`src/rtl/frame_rx_ctrl_pkg.sv`:
```
`default_nettype none
// ============================================================================
//  Module   : frame_rx_ctrl_pkg
//  Purpose  : Shared constants and types for the serial frame receiver:
//             the sync byte, the receiver state enumeration, the error
//             code encodings and a small bit-shift helper.
//  Revision : 1.0 - initial release
// ============================================================================
package frame_rx_ctrl_pkg;

  localparam logic [7:0] SYNC_BYTE = 8'hA5;

  typedef enum logic [1:0] {
    ST_HUNT    = 2'd0,
    ST_LEN     = 2'd1,
    ST_PAYLOAD = 2'd2,
    ST_CHECK   = 2'd3
  } state_t;

  localparam logic [1:0] ERR_TIMEOUT  = 2'd0;
  localparam logic [1:0] ERR_CHECKSUM = 2'd1;
  localparam logic [1:0] ERR_LENGTH   = 2'd2;
  localparam logic [1:0] ERR_OVERFLOW = 2'd3;

  // Append one serial bit (MSB first) to the 7 most recent bits.
  function automatic logic [7:0] shift_in(input logic [6:0] hist, input logic bit_in);
    return {hist, bit_in};
  endfunction

endpackage
`default_nettype wire

```
`src/rtl/frame_rx_ctrl_fifo.sv`:
```
`default_nettype none
// ============================================================================
//  Module   : frame_fifo
//  Purpose  : Synchronous byte FIFO holding received payload bytes.
//             A push into a full FIFO is accepted only when a pop happens in
//             the same cycle; otherwise it is ignored.
//  Ports    : clk, rst_n      - clock, asynchronous active-low reset
//             push, push_data - write strobe and byte
//             pop             - read strobe (ignored when empty)
//             pop_data        - head byte (0 after reset)
//             full, empty     - occupancy flags
//  Revision : 1.0 - initial release
// ============================================================================
module frame_fifo #(
  parameter int DEPTH = 4  // power of 2, at least 2
) (
  input  logic       clk,
  input  logic       rst_n,
  input  logic       push,
  input  logic [7:0] push_data,
  input  logic       pop,
  output logic [7:0] pop_data,
  output logic       full,
  output logic       empty
);

  localparam int AW = $clog2(DEPTH);
  localparam logic [AW:0] C_PTR_ONE = (AW + 1)'(1);

  // Pointers carry one extra wrap bit to tell full from empty.
  logic [AW:0] wr_ptr_q, wr_ptr_d;
  logic [AW:0] rd_ptr_q, rd_ptr_d;
  logic [7:0]  mem_q [DEPTH];
  logic [7:0]  mem_d [DEPTH];
  logic        do_push;
  logic        do_pop;

  assign empty    = (wr_ptr_q == rd_ptr_q);
  assign full     = (wr_ptr_q[AW] != rd_ptr_q[AW]) &&
                    (wr_ptr_q[AW-1:0] == rd_ptr_q[AW-1:0]);
  assign do_pop   = pop & ~empty;
  assign do_push  = push & (~full | do_pop);
  assign pop_data = mem_q[rd_ptr_q[AW-1:0]];

  always_comb begin
    mem_d    = mem_q;
    wr_ptr_d = wr_ptr_q;
    rd_ptr_d = rd_ptr_q;
    if (do_push) begin
      mem_d[wr_ptr_q[AW-1:0]] = push_data;
      wr_ptr_d                = wr_ptr_q + C_PTR_ONE;
    end
    if (do_pop) begin
      rd_ptr_d = rd_ptr_q + C_PTR_ONE;
    end
  end

  always_ff @(posedge clk or negedge rst_n) begin
    if (!rst_n) begin
      wr_ptr_q <= '0;
      rd_ptr_q <= '0;
      mem_q    <= '{default: '0};
    end else begin
      wr_ptr_q <= wr_ptr_d;
      rd_ptr_q <= rd_ptr_d;
      mem_q    <= mem_d;
    end
  end

endmodule
`default_nettype wire

```
`src/rtl/frame_rx_ctrl.sv`:
```
`default_nettype none
// ============================================================================
//  Module   : frame_rx_ctrl
//  Purpose  : Serial frame receiver. Hunts for the sync byte on a bit
//             stream, then receives LEN, LEN payload bytes and an XOR
//             checksum. Payload bytes are buffered in a FIFO; the frame
//             outcome is reported by a done or error pulse.
//  Ports    : clk, rst_n         - clock, asynchronous active-low reset
//             shift_enable       - serial_in valid this cycle
//             serial_in          - serial data, MSB first
//             payload_data       - FIFO head byte
//             payload_valid      - FIFO not empty
//             payload_ready      - consumer pops when valid & ready
//             frame_done         - pulse: frame checksum matched
//             frame_err          - pulse: frame aborted
//             err_code           - abort reason, held between pulses
//             busy               - receiver is inside a frame
//  Revision : 1.0 - initial release
// ============================================================================
module frame_rx_ctrl
  import frame_rx_ctrl_pkg::*;
#(
  parameter int MAX_LEN    = 16,
  parameter int TIMEOUT    = 64,
  parameter int FIFO_DEPTH = 4
) (
  input  logic       clk,
  input  logic       rst_n,
  input  logic       shift_enable,
  input  logic       serial_in,
  output logic [7:0] payload_data,
  output logic       payload_valid,
  input  logic       payload_ready,
  output logic       frame_done,
  output logic       frame_err,
  output logic [1:0] err_code,
  output logic       busy
);

  localparam int         IW          = $clog2(TIMEOUT + 1);
  localparam logic [7:0] C_MAX_LEN   = 8'(MAX_LEN);
  localparam logic [IW-1:0] C_IDLE_LAST = IW'(TIMEOUT - 1);
  localparam logic [IW-1:0] C_IDLE_ONE  = IW'(1);

  state_t        state_q, state_d;
  logic [6:0]    acc_q, acc_d;          // sync window in HUNT, byte accumulator elsewhere
  logic [2:0]    bit_cnt_q, bit_cnt_d;
  logic [7:0]    chk_q, chk_d;
  logic [7:0]    rem_q, rem_d;          // payload bytes still expected
  logic [IW-1:0] idle_q, idle_d;        // clocks since the last completed byte
  logic          push_q, push_d;
  logic [7:0]    push_data_q, push_data_d;
  logic          done_q, done_d;
  logic          err_q, err_d;
  logic [1:0]    err_code_q, err_code_d;

  logic [7:0]    shift_byte;
  logic          byte_done;
  logic          to_hunt;
  logic          fifo_full;
  logic          fifo_empty;
  logic          fifo_pop;
  logic          overflow;

  assign shift_byte = shift_in(acc_q, serial_in);
  assign byte_done  = (state_q != ST_HUNT) && shift_enable && (bit_cnt_q == 3'd7);
  assign fifo_pop   = payload_valid & payload_ready;
  // A byte pushed into a full FIFO survives only if a pop frees a slot now.
  assign overflow   = push_q & fifo_full & ~fifo_pop;

  always_comb begin
    state_d     = state_q;
    acc_d       = acc_q;
    bit_cnt_d   = bit_cnt_q;
    chk_d       = chk_q;
    rem_d       = rem_q;
    idle_d      = idle_q;
    push_d      = 1'b0;
    push_data_d = push_data_q;
    done_d      = 1'b0;
    err_d       = 1'b0;
    err_code_d  = err_code_q;
    to_hunt     = 1'b0;

    if (state_q == ST_HUNT) begin
      if (shift_enable) begin
        acc_d = shift_byte[6:0];
        if (shift_byte == SYNC_BYTE) begin
          state_d   = ST_LEN;
          acc_d     = '0;
          bit_cnt_d = '0;
        end
      end
    end else begin
      if (shift_enable) begin
        acc_d     = shift_byte[6:0];
        bit_cnt_d = bit_cnt_q + 3'd1;   // wraps to 0 after the 8th bit
      end
      idle_d = byte_done ? '0 : (idle_q + C_IDLE_ONE);

      if (overflow) begin
        // The delayed push of the previous byte found no room.
        err_d      = 1'b1;
        err_code_d = ERR_OVERFLOW;
        to_hunt    = 1'b1;
      end else if (byte_done) begin
        // A completed byte takes priority over an expiring idle count.
        case (state_q)
          ST_LEN: begin
            if (shift_byte > C_MAX_LEN) begin
              err_d      = 1'b1;
              err_code_d = ERR_LENGTH;
              to_hunt    = 1'b1;
            end else begin
              chk_d   = shift_byte;
              rem_d   = shift_byte;
              state_d = (shift_byte == 8'd0) ? ST_CHECK : ST_PAYLOAD;
            end
          end
          ST_PAYLOAD: begin
            push_d      = 1'b1;
            push_data_d = shift_byte;
            chk_d       = chk_q ^ shift_byte;
            rem_d       = rem_q - 8'd1;
            if (rem_q == 8'd1) begin
              state_d = ST_CHECK;
            end
          end
          ST_CHECK: begin
            if (shift_byte == chk_q) begin
              done_d = 1'b1;
            end else begin
              err_d      = 1'b1;
              err_code_d = ERR_CHECKSUM;
            end
            to_hunt = 1'b1;
          end
          default: begin
            to_hunt = 1'b1;
          end
        endcase
      end else if (idle_q == C_IDLE_LAST) begin
        err_d      = 1'b1;
        err_code_d = ERR_TIMEOUT;
        to_hunt    = 1'b1;
      end
    end

    if (to_hunt) begin
      state_d   = ST_HUNT;
      acc_d     = '0;
      bit_cnt_d = '0;
      chk_d     = '0;
      rem_d     = '0;
      idle_d    = '0;
    end
  end

  always_ff @(posedge clk or negedge rst_n) begin
    if (!rst_n) begin
      state_q     <= ST_HUNT;
      acc_q       <= '0;
      bit_cnt_q   <= '0;
      chk_q       <= '0;
      rem_q       <= '0;
      idle_q      <= '0;
      push_q      <= 1'b0;
      push_data_q <= '0;
      done_q      <= 1'b0;
      err_q       <= 1'b0;
      err_code_q  <= '0;
    end else begin
      state_q     <= state_d;
      acc_q       <= acc_d;
      bit_cnt_q   <= bit_cnt_d;
      chk_q       <= chk_d;
      rem_q       <= rem_d;
      idle_q      <= idle_d;
      push_q      <= push_d;
      push_data_q <= push_data_d;
      done_q      <= done_d;
      err_q       <= err_d;
      err_code_q  <= err_code_d;
    end
  end

  frame_fifo #(
    .DEPTH (FIFO_DEPTH)
  ) u_fifo (
    .clk       (clk),
    .rst_n     (rst_n),
    .push      (push_q & ~overflow),
    .push_data (push_data_q),
    .pop       (fifo_pop),
    .pop_data  (payload_data),
    .full      (fifo_full),
    .empty     (fifo_empty)
  );

  assign payload_valid = ~fifo_empty;
  assign frame_done    = done_q;
  assign frame_err     = err_q;
  assign err_code      = err_code_q;
  assign busy          = (state_q != ST_HUNT);

endmodule
`default_nettype wire

```
`config.mk`:
```
export PLATFORM = sky130hd
export DESIGN_NAME = frame_rx_ctrl
export DESIGN_NICKNAME = d
export VERILOG_FILES = /design/src/rtl/frame_rx_ctrl_pkg.sv /design/src/rtl/frame_rx_ctrl_fifo.sv /design/src/rtl/frame_rx_ctrl.sv
export SDC_FILE = /design/constraint.sdc
export NUM_CORES = 1
export LEC_CHECK = 0
export CAP_MARGIN = 20
export CELL_PAD_IN_SITES_DETAIL_PLACEMENT = 0
export CELL_PAD_IN_SITES_GLOBAL_PLACEMENT = 2
export CORE_ASPECT_RATIO = 1.25
export CORE_MARGIN = 3
export CORE_UTILIZATION = 41
export DETAILED_ROUTE_END_ITERATION = 8
export GPL_TIMING_DRIVEN = 0
export PLACE_DENSITY_LB_ADDON = 0.3
export REMOVE_ABC_BUFFERS = 1
export SYNTH_ARGS = -nofsm -noshare
export SYNTH_HDL_FRONTEND = slang
export SYNTH_SLANG_ARGS = --single-unit
```
`constraint.sdc`:
```
create_clock -name clk -period 2.8 [get_ports clk]
set_input_delay 0.42 -clock clk [delete_from_list [all_inputs] [get_ports clk]]
set_output_delay 0.42 -clock clk [all_outputs]
set_load 0.05 [all_outputs]
```
==> qor.yml <==
synthesis:
  ys_seq_elements: 86
  ys_types: 58
  synth_area_sq_um: 4540
  syn_avg_cell_area_sq_um: 11.4
  yosys.area.top_type: "dfrtp_1"
  synthCells: 398
  ys_warn_count: 0
  synth_edf_count: 0
  ys_seq_area_frac: 0.474
  synth_ff_type: "dfrtp_1"
  synth_area_leaders: "dfrtp_1, mux2_2, ha_1"
  synth_most_common_cell: "dfrtp_1"
  synth.top_cell.area_share: 0.474
  synthArstFlopShare: 1.00
  synth_common_cells: "dfrtp_1, mux2_2, nand2_1"
sta:
  rsz0062_at_grt: "false"
  finClkSkew_ns: 0.0105
  slew_violations: 0
  finalCritPeriodShare: 0.963
  layout_setup_ws_ns: 0.103
  fmax_mhz: 371
  slew_headroom: 0.357
  final_hold_viol_count: 0
  fin_crit_ns: 2.70
  setup_viol: 0
  worst_pin_slew_ns: 0.965
clock_network:
  clockBufferDepth: 2
  ctsHtreeMaxLevel: 3
  clkLatencyLatePin_ns: 0.34
  cts_tree: "done"
  clk_pin_slew_ns: 0.07
  cts_hold_buffers: 0
  numCtsBuffers: 9
  root_buffer: "clkbuf_16"
  clock_sinks: 86
die:
  die_height_um: 124
  fp.dieArea_sq_um: 12400
  start_util: 0.423
  io_pins: 19
  dieWidth_um: 100
  core-area_sq_um: 10700
  rows: 42
setup_path:
  critical_path.endpoint_type: "output port"
  cp.arrival_ns: 2.28
  crit_type: "flip-flop to output port"
  worst-path-max-fanout: 11
  required_ns: 2.38
  worst_setup_path_start_kind: "flip-flop"
status:
  status: "completed"
placement:
  dp_slack_ns: -0.363
  port_buffers: 18
  dp_hpwl_um: 6150
  dpl-instance-area_sq_um: 4810
  routabilityCongestion: 0.757
route:
  viasPerCell: 5.49
  drtIter0Drc: 109
  vias: 3018
  first_pass_iters: 4
  drc: 0
  wirelength_um: 8930
  wl_per_cell_um: 16.2
  ant_nets: 0
grt:
  grt_pass1_vias: 2998
  grt_overflow_total: 0
  grt_pass1_wl_um: 15300
  grtUsageMet2: 0.262
  met3_usage: 0.0207
  grt_max_degree: 53
  antenna_found_initial: 0
  use_met1: 0.212
  grtUsageTotal: 0.160
  gr-max-usage-layer: "met2"
pwr:
  sw_frac_of_total: 0.349
  p_seq_frac: 0.446
  p_leak_nw: 2.40
  p_clk_frac: 0.288
  pwr-share-comb: 0.267
  ir_worst_vdd_mv: 0.344
  cellPowerDensity_nw_per_um2: 770
  p_int_w: 0.00256
  switching_power_w: 0.00138
layout:
  multi_input_area_sq_um: 2210
  layout-drive-gt1-share: 0.206
  fin_area_sq_um: 5120
  final-seq-area_sq_um: 2150
  syn_to_final_growth_pct: 12.8
  diodes: 0
  nFillCells: 992
  fin_nets: 433
job:
  cap_violations: 0
hold_path:
  min-delay-path-class: "input pin to async pin"
area by class of cell:
type,count,share of cell area
well taps,132,0.0323
multi-input cells,278,0.433
repair buffers,23,0.0479
clock buffers,10,0.0467
inverters,15,0.0110
clock inverters,6,0.00880
flip-flops and latches,86,0.421
state kept, by name, indices dropped and copies added, names as in the netlist:
name,cells
err_code,2
frame_err,1
u_fifo.rd_ptr_q,3
push_data_q,8
push_q,1
u_fifo.mem_q,32
state_q,2
chk_q,8
rem_q,8
acc_q,7
frame_done,1
bit_cnt_q,3
u_fifo.wr_ptr_q,3
idle_q,7
power groups by stage:
stage,sequential [W],clock (W),combinational [W]
6_report,0.00176,0.00113,0.00105
5_1_grt,0.00181,0.00122,0.00120
3_3_place_gp,0.00177,0,0.00103
4_1_cts,0.00176,0.00117,0.00107
3_5_place_dp,0.00178,0,0.00106
2_1_floorplan,0.00171,0,0.000814
layout by cell type, fill, tap and decap left out, types with 7 or more instances in the layout:
| master | instances |
|---|---|
| inv_1 | 15 |
| nand2_1 | 37 |
| a21oi_1 | 22 |
| nor2_1 | 14 |
| xor2_1 | 10 |
| nor3_1 | 7 |
| ha_1 | 15 |
| dfrtp_1 | 85 |
| clkbuf_16 | 9 |
| o21ai_0 | 24 |
| mux2i_1 | 10 |
| clkdlybuf4s50_1 | 16 |
| mux2_2 | 40 |
per-layer routing:
layer | wire (um) | part of all wire
met1 | 4200 | 0.47
met2 | 4370 | 0.49
met3 | 174 | 0.019
met4 | 184 | 0.021
met5 | 0 | 0
repair_timing:
item                                    in CTS  in global routing
endpoints found under the setup margin       9                  2
gates cloned                                 0                  0
hold endpoints to repair                     0                  0
setup buffers                                3                  0
gates resized for setup                      1                  1
cell families (layout without fill, tap and decap cells):
family          after synthesis  after routing  synth area share
simple gates                105            105             0.126
buf+inv                      34             54            0.0375
mux                          58             58             0.163
flops                        86             86             0.474
fa+ha+maj                    15             15            0.0414
compound gates               82             82             0.120
xor+xnor                     18             18            0.0381
through the flow:
step           utilization  instances  hold WS [ns]  setup TNS, ns  power (W)
6_report             0.477        550        0.0315              0    0.00394
5_1_grt              0.477        550        0.0644              0    0.00422
4_1_cts              0.477        550        0.0451              0    0.00400
3_5_place_dp         0.448        531         0.414          -3.46    0.00284
3_3_place_gp         0.445        529         0.479        -170.17    0.00281
2_1_floorplan            -        379         0.124              0    0.00252
worst max-delay path, cell delays in order (launching register included):
cell and delay, ns:
dfrtp_2 0.61, mux4_1 0.62, clkdlybuf4s50_1 0.71
path summary, 6_finish.rpt:
path,start,endpoint,cells past startpoint,slack (ns)
setup / recovery,u_fifo.rd_ptr_q[0],payload_data[6],2,0.10
hold / removal,rst_n,u_fifo.mem_q[17],1,0.03
setup reg to reg,state_q[0],chk_q[2],9,0.37
hold reg to reg,u_fifo.mem_q[22],u_fifo.mem_q[22],1,0.50
max in group asynchronous,rst_n,acc_q[6],2,2.16
min in group clk,u_fifo.mem_q[22],u_fifo.mem_q[22],1,0.50
Power figures use the tool's default switching activity.
